File: config.mk
export PLATFORM = sky130hd
export DESIGN_NAME = instr_fetch
export DESIGN_NICKNAME = d
export VERILOG_FILES = /design/src/rtl/instr_fetch.sv
export SDC_FILE = /design/constraint.sdc
export NUM_CORES = 1
export LEC_CHECK = 0
export CAP_MARGIN = 20
export CORE_MARGIN = 5
export CORE_UTILIZATION = 30
export DETAILED_ROUTE_END_ITERATION = 8
export DONT_BUFFER_PORTS = 1
export GPL_ROUTABILITY_DRIVEN = 0
export SLEW_MARGIN = 20
export SYNTH_ARGS = -nofsm -noshare
export SYNTH_HDL_FRONTEND = slang
export SYNTH_SLANG_ARGS = --single-unit
File: constraint.sdc
create_clock -name clk_i -period 2.8 [get_ports clk_i]
set_input_delay 0.84 -clock clk_i [delete_from_list [all_inputs] [get_ports clk_i]]
set_output_delay 0.84 -clock clk_i [all_outputs]
set_load 0.005 [all_outputs]
File: src/rtl/instr_fetch.sv
// Instruction fetch unit: reads opcode/operand bytes from the program ROM and hands whole
// instructions to the decoder over valid/ready. Optional IFETCH_SKIP_NOP_EN drops NOP (8'h00) opcodes.
module instr_fetch #(
  parameter logic [7:0] RESET_PC   = 8'h00,
  parameter logic [3:0] HLT_NIBBLE = 4'hF
) (
  input  logic       clk_i,
  input  logic       rst_i,
  output logic [7:0] rom_addr_o,
  output logic       rom_read_o,
  output logic       rom_ena_o,
  input  logic [7:0] rom_data_i,
  output logic       ins_valid_o,
  input  logic       ins_ready_i,
  output logic [7:0] ins_opcode_o,
  output logic [7:0] ins_operand_o,
  output logic       ins_two_byte_o,
  output logic [7:0] ins_pc_o,
  input  logic       jmp_req_i,
  input  logic [7:0] jmp_addr_i,
  output logic       halted_o
);

  typedef enum logic [1:0] {
    FETCH_OP  = 2'd0,
    FETCH_ARG = 2'd1,
    HOLD      = 2'd2,
    HALT      = 2'd3
  } state_e;

  state_e     state_q, state_d;
  logic [7:0] pc_q, pc_d;
  logic [7:0] opcode_q, opcode_d;
  logic [7:0] operand_q, operand_d;
  logic [7:0] insPc_q, insPc_d;
  logic       twoByte_q, twoByte_d;
  logic       fetchEn;
  logic       opIsTwoByte;
  logic       skipNop;

  always_comb begin
    case (rom_data_i[7:4])
      4'h1, 4'h2, 4'h3, 4'hA: opIsTwoByte = 1'b1;
      default:                opIsTwoByte = 1'b0;
    endcase
  end

`ifdef IFETCH_SKIP_NOP_EN
  assign skipNop = (rom_data_i == 8'h00);
`else
  assign skipNop = 1'b0;
`endif

  always_comb begin
    state_d   = state_q;
    pc_d      = pc_q;
    opcode_d  = opcode_q;
    operand_d = operand_q;
    insPc_d   = insPc_q;
    twoByte_d = twoByte_q;
    fetchEn   = (state_q == FETCH_OP) || (state_q == FETCH_ARG);

    // A jump wins over everything; any partially fetched instruction is simply abandoned.
    if (jmp_req_i) begin
      pc_d    = jmp_addr_i;
      state_d = FETCH_OP;
    end else begin
      case (state_q)
        FETCH_OP: begin
          pc_d = pc_q + 8'd1;
          if (!skipNop) begin
            opcode_d  = rom_data_i;
            insPc_d   = pc_q;
            twoByte_d = opIsTwoByte;
            if (opIsTwoByte) begin
              state_d = FETCH_ARG;
            end else begin
              operand_d = 8'h00;
              state_d   = HOLD;
            end
          end
        end
        FETCH_ARG: begin
          operand_d = rom_data_i;
          pc_d      = pc_q + 8'd1;
          state_d   = HOLD;
        end
        HOLD: begin
          if (ins_ready_i) begin
            state_d = (opcode_q[7:4] == HLT_NIBBLE) ? HALT : FETCH_OP;
          end
        end
        HALT:    state_d = HALT;
        default: state_d = FETCH_OP;
      endcase
    end
  end

  always_ff @(posedge clk_i) begin
    if (rst_i) begin
      state_q   <= FETCH_OP;
      pc_q      <= RESET_PC;
      opcode_q  <= 8'h00;
      operand_q <= 8'h00;
      insPc_q   <= 8'h00;
      twoByte_q <= 1'b0;
    end else begin
      state_q   <= state_d;
      pc_q      <= pc_d;
      opcode_q  <= opcode_d;
      operand_q <= operand_d;
      insPc_q   <= insPc_d;
      twoByte_q <= twoByte_d;
    end
  end

  assign rom_addr_o     = pc_q;
  assign rom_read_o     = fetchEn;
  assign rom_ena_o      = fetchEn;
  assign ins_valid_o    = (state_q == HOLD);
  assign halted_o       = (state_q == HALT);
  assign ins_opcode_o   = opcode_q;
  assign ins_operand_o  = operand_q;
  assign ins_two_byte_o = twoByte_q;
  assign ins_pc_o       = insPc_q;

endmodule

==> flow_metrics.tcl <==
set metrics [dict create \
    status "complete, no violations" \
    track_usage 0.1218 \
    cts_hold_buf 0 \
    cts_tree "yes" \
    cp_cell_sequence "and2b_1" \
    start_kind "flop" \
    synth_top_cell_by_area "dfxtp_1" \
    layout_setup_ws_ns 0.7759 \
    worstSetupPathDepth 1 \
    worstPathMaxFanout 15 \
    ys_types 30 \
    clockPowerShare 0.390 \
    drv_slew 0 \
    die_h_microns 79.89 \
    grt_overflow 0 \
    yosysMostFrequentCell "nand2_1" \
    wirelength_microns 3655 \
    antenna_found_initial 0 \
    leakage_nw 0.5807 \
    cts-htree-levels 2 \
    post-cts-setup-buffers 0 \
    die_w_microns 79.89 \
    final-hold-violation-count 0 \
    worstSetupPathType "flop to output pin" \
    worstPathRequired_ns 1.96 \
    cp_slowest_cell "dfxtp_1" \
    dpl.hpwl_microns 2686 \
    ys_top_cells_by_count "nand2_1, dfxtp_1, a21oi_1" \
    vias_per_cell 4.742 \
    cts_root_buf "clkbuf_8" \
    worstSetupStartpoint "state_q[1]" \
    whs_path_depth 2 \
    nNetsFinal 193 \
    initial_core_util 0.3102 \
    combPwrFrac 0.076 \
    io_buffers 0 \
    reg2reg_slack_ns 1.16 \
    ys.flop_type "dfxtp_1" \
    p_sw_uw 255.6 \
    grt_setup_unrepaired "no" \
    vdd_drop_max_v 0.0001948 \
    drt_iter0_drc 153 \
    cp.buffers_inverters 0 \
    drc 0 \
    setup_viol 0 \
    worstMarginPinSlew_ns 0.5943 \
    vias 1138 \
    grt_max_degree 36 \
    synth-edff-count 0 \
    critPathMaxStageDelay_ns 0.64 \
    ys_ff_latch 35 \
    min_period_ns 2.024 \
    slew_headroom 0.6038 \
    p_int_uw 781.3 \
    io-pin-count 57 \
    clock_latency_ns 0.29 \
    cts_sinks 35 \
    die_area_sq_mm 0.006382 \
    core_sq_mm 0.004723 \
    postRouteAntennaNets 0 \
    setup-tns-final_ns 0 \
    dpl_worst_slack_ns 0.8929 \
    diodes 0 \
    drive_above_1_share 0.08092 \
    grt_first_pass_wirelength_microns 5947 \
    cts_buffers 5 \
    synth_nets 197 \
    post_cts_resized 0 \
    syn_to_final_growth_pct 9.906 \
    seq_area_frac_synth 0.4782 \
    fmax_mhz 494.1 \
    async_flop_share 0 \
    min_path_type "flop to flop" \
    path_clk_slew_ns 0.07 \
    syn_area_sq_mm 0.001465 \
    grt_pass1_vias 1137 \
    drt-wirelength-per-cell_microns 15.23 \
    powerDensity_mw_per_mm2 643.9 \
    netlist_top_cells_area "dfxtp_1, nand2_1, a21oi_1" \
    yosys.area.top_type_share 0.4782 \
    skew_ns 0.006654 \
    worstReg2RegStart "state_q[1]" \
    synthCells 176 \
    drtPass1Iterations 4 \
    syn_avg_cell_area_sq_um 8.325 \
    cp_data_arrival_time_ns 1.18 \
    seqPwrFrac 0.534 \
    rr_worst_depth 4 \
    hold_start "ins_opcode_o[0]" \
    critPathCaptureType "output pin" \
    synth-warning-count 0 \
    max-cap-violations 0 \
    finalCritPeriodShare 0.7229 \
    power_mw 1.037 \
    rows 25 \
    switching_share 0.2465 \
    crit_family "flip-flops" \
    clk_path_buf_depth 2 \
]
==> logic make-up (layout without fill, tap and decap cells) <==
family / Yosys count / count (layout) / synth area share
simple gates: 77 / 77 / 0.2442
compound gates: 39 / 39 / 0.1674
fa+ha+maj: 1 / 1 / 0.008538
buf+inv: 15 / 12 / 0.04526
mux: 3 / 3 / 0.02050
flops: 35 / 35 / 0.4782
xor+xnor: 6 / 6 / 0.03587
==> through the flow <==
| stage | util | cell area (sq um) | cells | hold WS, ns |
|---|---|---|---|---|
| CTS | 0.3409 | 1610 | 240 | 0.4756 |
| global placement | 0.3189 | 1506 | 232 | 0.4620 |
| global route | 0.3409 | 1610 | 240 | 0.4951 |
| detailed placement | 0.3189 | 1506 | 232 | 0.4651 |
| floorplan | - | 1465 | 176 | 0.4527 |
| finish | 0.3409 | 1610 | 240 | 0.4726 |
==> metal layers <==
metal | share of wire | up-vias | GRT usage
met3 | 0.11 | 5 | 0.07449
li1 | - | 584 | -
met4 | 0.018 | 0 | 0.05068
met1 | 0.40 | 521 | 0.1379
met2 | 0.47 | 28 | 0.1829
met5 | 0 | - | 0
==> power groups by stage <==
stage / Sequential (mW) / Combinational, mW / Clock [mW]
3_5_place_dp: 0.567 / 0.0793 / 0
3_3_place_gp: 0.566 / 0.0778 / 0
4_1_cts: 0.555 / 0.0797 / 0.412
6_report: 0.554 / 0.0789 / 0.404
5_1_grt: 0.558 / 0.0911 / 0.437
2_1_floorplan: 0.553 / 0.0818 / 0
==> flip-flops by register name (all words and copies together), names as in the netlist <==
name            flops
ins_opcode_o        8
state_q             2
ins_operand_o       8
ins_pc_o            8
ins_two_byte_o      1
rom_addr_o          8
==> path summary, 6_finish.rpt <==
check               endpoint
min reg2reg  ins_opcode_o[0]
max reg2reg       state_q[0]
min          ins_opcode_o[0]
max              ins_valid_o
==> worst reg2reg max path: cells and delay by family (launching register included) <==
| kind | cells | cell delay, ns |
|---|---|---|
| compound gates | 1 | 0.14 |
| flops | 1 | 0.47 |
| simple gates | 3 | 0.95 |
==> layout by cell type (no fill, tap or decap), types with 2 or more instances in the layout <==
cell type / netlist / final
o21ai_0: 2 / 2
nand2_1: 36 / 36
nand2b_1: 2 / 2
xnor2_1: 2 / 2
a22oi_1: 8 / 8
a21oi_1: 23 / 23
o21a_1: 3 / 3
mux2i_1: 3 / 3
dfxtp_1: 35 / 35
nand4_1: 2 / 2
nor2_1: 19 / 19
xor2_1: 4 / 4
inv_1: 3 / 3
and2_1: 3 / 3
nor3_1: 5 / 4
nand4b_1: 2 / 2
nand3_1: 2 / 2
or3_4: 2 / 2
clkbuf_8: 0 / 7
==> cell type report <==
class	instances	area (sq um)
Clock buffer	7	96.34
Clock inverter	1	7.507
Fill cell	514	3113
Inverter	3	11.26
Multi-Input combinational cell	126	703.2
Sequential cell	35	700.7
Tap cell	67	83.83
Timing Repair Buffer	1	7.507
Note: power is estimated with default switching activity, not from simulation.
